### src/rtl/switch_pkg.sv
// Shared switch-fabric types and helpers used by the ingress queues and scheduler.
package switch_pkg;

    localparam int unsigned NUM_PORTS = 4;
    localparam int unsigned PORT_W    = 2;
    localparam int unsigned DATA_W    = 8;

    typedef logic [PORT_W-1:0] port_t;

    // Destination port carried in the low bits of every byte.
    function automatic port_t dest_of(input logic [DATA_W-1:0] b);
        return b[PORT_W-1:0];
    endfunction

endpackage

### src/rtl/sync_fifo_mem.sv
// FIFO storage with one write port and a registered show-ahead head.
module sync_fifo_mem #(
    parameter int unsigned DATA_W = 8,
    parameter int unsigned DEPTH  = 16,
    parameter int unsigned AW     = $clog2(DEPTH)
) (
    input  logic              clk,
    input  logic              rst_n,
    input  logic              we_i,
    input  logic [AW-1:0]     waddr_i,
    input  logic [DATA_W-1:0] wdata_i,
    input  logic [AW-1:0]     raddr_i,
    input  logic              rvalid_i,
    output logic [DATA_W-1:0] rdata_o
);

    logic [DATA_W-1:0] mem_q [DEPTH];
    logic [DATA_W-1:0] head_q;

    // Storage write; contents need no reset since pointers define validity.
    always_ff @(posedge clk) begin
        if (we_i) begin
            mem_q[waddr_i] <= wdata_i;
        end
    end

    // Head register loads the entry at the next read address; a byte written
    // to that same address this cycle is forwarded so it shows one edge later.
    always_ff @(posedge clk) begin
        if (!rst_n || !rvalid_i) begin
            head_q <= '0;
        end else if (we_i && (waddr_i == raddr_i)) begin
            head_q <= wdata_i;
        end else begin
            head_q <= mem_q[raddr_i];
        end
    end

    assign rdata_o = head_q;

endmodule

### src/rtl/ingress_queue.sv
// Per-port ingress buffer: show-ahead FIFO with occupancy, almost-full and drop counter.
module ingress_queue
    import switch_pkg::*;
#(
    parameter int unsigned DATA_W   = 8,
    parameter int unsigned DEPTH    = 16,
    parameter int unsigned AFULL_TH = 12,
    parameter int unsigned PORT_ID  = 0
) (
    input  logic                       clk,
    input  logic                       rst_n,
    input  logic                       rx_valid,
    input  logic [DATA_W-1:0]          rx_data,
    input  logic                       rdreq,
    output logic [DATA_W-1:0]          data_out,
    output logic                       head_valid,
    output logic [$clog2(DEPTH):0]     count,
    output logic                       almost_full,
    output logic [15:0]                drop_cnt
);

    localparam int unsigned AW = $clog2(DEPTH);
    localparam int unsigned CW = AW + 1;
    localparam logic [CW-1:0] AFULL_C = CW'(AFULL_TH);

    if (PORT_ID >= NUM_PORTS) begin : g_bad_port_id
        $error("ingress_queue: PORT_ID out of range");
    end
    if ((DEPTH < 2) || ((DEPTH & (DEPTH - 1)) != 0)) begin : g_bad_depth
        $error("ingress_queue: DEPTH must be a power of two >= 2");
    end

    logic [AW:0]   wr_ptr_q, wr_ptr_d;
    logic [AW:0]   rd_ptr_q, rd_ptr_d;
    logic [CW-1:0] count_q, count_d;
    logic          afull_q, afull_d;
    logic          hvalid_q;
    logic [15:0]   drop_q, drop_d;
    logic          empty, full, push, pop;

    // Accept/pop decisions and next-state values for pointers, count and flags.
    always_comb begin
        empty    = (wr_ptr_q == rd_ptr_q);
        full     = (wr_ptr_q[AW] != rd_ptr_q[AW]) &&
                   (wr_ptr_q[AW-1:0] == rd_ptr_q[AW-1:0]);
        pop      = rdreq && !empty;
        push     = rx_valid && (!full || pop);
        wr_ptr_d = wr_ptr_q + {{AW{1'b0}}, push};
        rd_ptr_d = rd_ptr_q + {{AW{1'b0}}, pop};
        count_d  = count_q;
        if (push && !pop) begin
            count_d = count_q + 1'b1;
        end else if (pop && !push) begin
            count_d = count_q - 1'b1;
        end
        afull_d = (count_d >= AFULL_C);
        drop_d  = drop_q;
        if (rx_valid && !push && (drop_q != '1)) begin
            drop_d = drop_q + 16'd1;
        end
    end

    // State registers with synchronous active-low reset.
    always_ff @(posedge clk) begin
        if (!rst_n) begin
            wr_ptr_q <= '0;
            rd_ptr_q <= '0;
            count_q  <= '0;
            afull_q  <= 1'b0;
            hvalid_q <= 1'b0;
            drop_q   <= '0;
        end else begin
            wr_ptr_q <= wr_ptr_d;
            rd_ptr_q <= rd_ptr_d;
            count_q  <= count_d;
            afull_q  <= afull_d;
            hvalid_q <= (count_d != '0);
            drop_q   <= drop_d;
        end
    end

    sync_fifo_mem #(
        .DATA_W (DATA_W),
        .DEPTH  (DEPTH),
        .AW     (AW)
    ) u_mem (
        .clk      (clk),
        .rst_n    (rst_n),
        .we_i     (push && rst_n),
        .waddr_i  (wr_ptr_q[AW-1:0]),
        .wdata_i  (rx_data),
        .raddr_i  (rd_ptr_d[AW-1:0]),
        .rvalid_i (count_d != '0),
        .rdata_o  (data_out)
    );

    assign head_valid  = hvalid_q;
    assign count       = count_q;
    assign almost_full = afull_q;
    assign drop_cnt    = drop_q;

endmodule

### config.mk
export PLATFORM = sky130hd
export DESIGN_NAME = ingress_queue
export DESIGN_NICKNAME = d
export VERILOG_FILES = /design/src/rtl/switch_pkg.sv /design/src/rtl/sync_fifo_mem.sv /design/src/rtl/ingress_queue.sv
export SDC_FILE = /design/constraint.sdc
export NUM_CORES = 1
export LEC_CHECK = 0
export CAP_MARGIN = 20
export CORE_MARGIN = 3
export CORE_UTILIZATION = 23
export CTS_CLUSTER_DIAMETER = 150
export CTS_CLUSTER_SIZE = 14
export DETAILED_ROUTE_END_ITERATION = 8
export GPL_TIMING_DRIVEN = 0
export HOLD_SLACK_MARGIN = 0.12
export PLACE_DENSITY = 0.44
export SLEW_MARGIN = 0
export SYNTH_ARGS = -nofsm -noshare
export SYNTH_HDL_FRONTEND = slang
export SYNTH_SLANG_ARGS = --single-unit
### constraint.sdc
create_clock -name clk -period 6.8 [get_ports clk]
set_input_delay 1.36 -clock clk [delete_from_list [all_inputs] [get_ports clk]]
set_output_delay 1.36 -clock clk [all_outputs]
set_load 0.03 [all_outputs]
==> results.md <==
- Status: finished, final reports clean
- N_diodes: 0
- Clk slew on worst S/H paths: 80 ps
- CTS Buf Count: 17
- Vias: 4284
- FP Rows: 64
- Max_cap viols: 0
- Post-synth EDFFs: 128
- WP data arrival: 5100 ps
- #FFs+latches synth: 169
- FF/Latch Area: 4664 um^2
- Syn nets: 497
- Die Footprint: 33870 um^2
- Dpl cells: 921
- Crit. End Element: flip-flop
- Buf+Inv Stages, Crit Path: 5
- Worst Hold Path Cells: 2
- Internal power component: 1.981 mW
- FMAX: 210.3 MHz
- Switch share: 0.2975
- Setup TNS: 0 ps
- Dpl hpwl: 12110 um
- Critical Path Source: rdreq
- Worst R2R Path Depth: 17
- Multi-input gate area: 2490 um^2
- Post-cts repair resize count: 0
- Clock group share of total power: 0.352
- Cts hold-fix bufs: 0
- DRT iter0 DRCs: 240
- Initial antenna violation count: 0
- CP max stage cell: buf_1
- Share of layout cells above drive strength 1: 0.1685
- Die Ht: 184.0 um
- Die Wd: 184.0 um
- PD cells: 317.3 nW/um^2
- Pre-CTS setup slack: 1470 ps
- Min Hold Slack: 596.6 ps
- Critical path, cell by cell: clkdlybuf4s50_1, clkbuf_1, and2_1, ha_1, ha_1, clkbuf_1, buf_2, buf_1, mux4_2, mux2i_1, a211oi_1, o21ai_0, a21oi_1
- Fill cells: 3128
- Global-route wire length before repair: 27170 um
- PnR worst setup slack: 2046 ps
- Commonest non-fill, non-tap cell in the layout: edfxtp_1
- Root Buffer: clkbuf_16
- Least-Margin Pin Slew: 885.2 ps
- DRT Wirelength: 17770 um
- Fin crit period: 4754 ps
- Total power: 2.819 mW
- Synth area leaders: edfxtp_1, dfxtp_1, mux4_2
- HP Class: reg -> reg
- Hold EP: drop_cnt[6]
- Gr usage total: 0.1079
- Worst-case clock buffer depth: 2
- Via/cell ratio: 4.491
- Synth unique cells: 49
- Largest net degree at the start of global routing: 19
- Post-route DRC: 0
- R2r endpoint: u_mem.rdata_o[1]
- Skew-Pair Late Insertion Delay: 440 ps
- Area leader, netlist: edfxtp_1
- Post-synthesis async set-or-reset flop share: 0
- RSZ-0062 raised after global routing: false
- Area grow syn2layout: 21.86%
- WL per Instance: 18.63 um
- Netlist Area Pre-Place: 7291 um^2
- Vias in the first global route: 4275
- Relative slew slack: 0.4077
- Max VDD drop: 0.1657 mV
- Avg Inst Size Synth: 15.25 um^2
- Commonest non-fill, non-tap cells in the layout: edfxtp_1, clkdlybuf4s50_1, dfxtp_1, and2_1, mux4_2
- Syn Inst Count: 478
- Period Utilization, post-route: 0.6992
- Port bufs: 42
- Worst path required time: 7140 ps
- H-Tree Depth: 4
- Share of the synthesized area in the top cell type: 0.5272
- Post-CTS Setup Bufs: 0
- Core Util, Final: 0.2874
- Initial core utilization: 0.2359
- CTS tree: built
- Clock sinks: 169
- Worst r2r src: wr_ptr_q[1]
- Fin cells: 954
- Crit path kind: in -> reg
- Nets: 564
- Hold path start: drop_cnt[6]
- Clock Skew: 22.02 ps
- Commonest register cell after synthesis: edfxtp_1
- Post-DRT Antenna Nets: 0
- Slowest stage delay, CP: 560 ps
- Reg-to-reg setup timing slack: 2370 ps
- Grt ovf: 0
- Comb pwr share: 0.234
- CP startpoint kind: input port
- Drt pass-1 iters: 5
- Static leakage: 2.911 nW
- Final Slew Violations: 0
- Crit Path Max Fanout: 10
- Sw Pwr: 0.8386 mW
- Final hold vios: 0
- Post-synthesis sequential area ratio: 0.6398
- I/O pin count: 43
- Fin area: 8885 um^2
- YS warnings: 0
- GPL Wtd Cong: 0.7414
- Critical path's top delay family: buffers and inverters
- Placed cell areas: 8262 um^2
- Final setup fails: 0
- Sequential power share: 0.413
- Area of the core: 30910 um^2
logic make-up after synthesis:
logic type,synth area share
AND/OR/NAND/NOR,0.1148
multiplexers,0.1157
buffers and inverters,0.02111
XOR/XNOR,0.03964
adder cells (fa/ha/maj),0.01201
flip-flops,0.6398
AO/OA/AOI/OAI,0.05698
synth_stat cells, types with 5 or more instances:
| library cell | instances |
|---|---|
| nor2_1 | 14 |
| and2_1 | 32 |
| o21ai_0 | 14 |
| a211oi_1 | 16 |
| nor4b_1 | 5 |
| xnor2_1 | 10 |
| mux4_2 | 32 |
| nor3_1 | 10 |
| nand3_1 | 11 |
| buf_2 | 9 |
| nand2_1 | 9 |
| clkbuf_1 | 13 |
| xor2_1 | 16 |
| and3_1 | 8 |
| edfxtp_1 | 128 |
| mux2i_1 | 10 |
| dfxtp_1 | 41 |
| ha_1 | 7 |
| a21oi_1 | 11 |
| nor4_1 | 6 |
| nand4_1 | 8 |
| nor2b_1 | 11 |
how the worst max path moves through the flow:
stage                  endpoint  depth (start not counted)
4_1_cts        u_mem.rdata_o[1]                         13
3_3_place_gp   u_mem.rdata_o[5]                         13
6_report       u_mem.rdata_o[1]                         13
2_1_floorplan  u_mem.rdata_o[0]                         12
3_5_place_dp   u_mem.rdata_o[1]                         13
5_1_grt        u_mem.rdata_o[5]                         13
flip-flops by register name (all words and copies together), names as in the netlist:
name           cells
wr_ptr_q           5
count              5
head_valid         1
u_mem.mem_q      128
u_mem.rdata_o      8
rd_ptr_q           5
drop_cnt          16
almost_full        1
area by class of cell:
class	instances	area share
Tap cell	396	0.05577
Timing Repair Buffer	48	0.05239
Buffer	27	0.01563
Inverter	4	0.001690
Clock buffer	18	0.04943
Clock inverter	14	0.01986
Multi-Input combinational cell	278	0.2802
Sequential cell	169	0.5250
power groups by stage:
stage,combinational [mW],sequential [mW],clock [mW]
2_1_floorplan,0.404,1.24,0
3_3_place_gp,0.668,1.19,0
3_5_place_dp,0.673,1.19,0
4_1_cts,0.675,1.17,1.02
5_1_grt,0.717,1.17,1.07
6_report,0.660,1.17,0.994
tightest hold or removal path, stage by stage (launching register included):
cell	delay [ps]
dfxtp_1	370
o21ai_0	90
a21boi_0	80
layer usage:
layer  wire [um]  track usage  share of wire
met1        8595       0.1487           0.48
met4         186      0.02510          0.010
met2        8389       0.1716           0.47
met3         599      0.02750          0.034
met5           0            0              0
No activity file was read; power rests on OpenSTA's default activity.
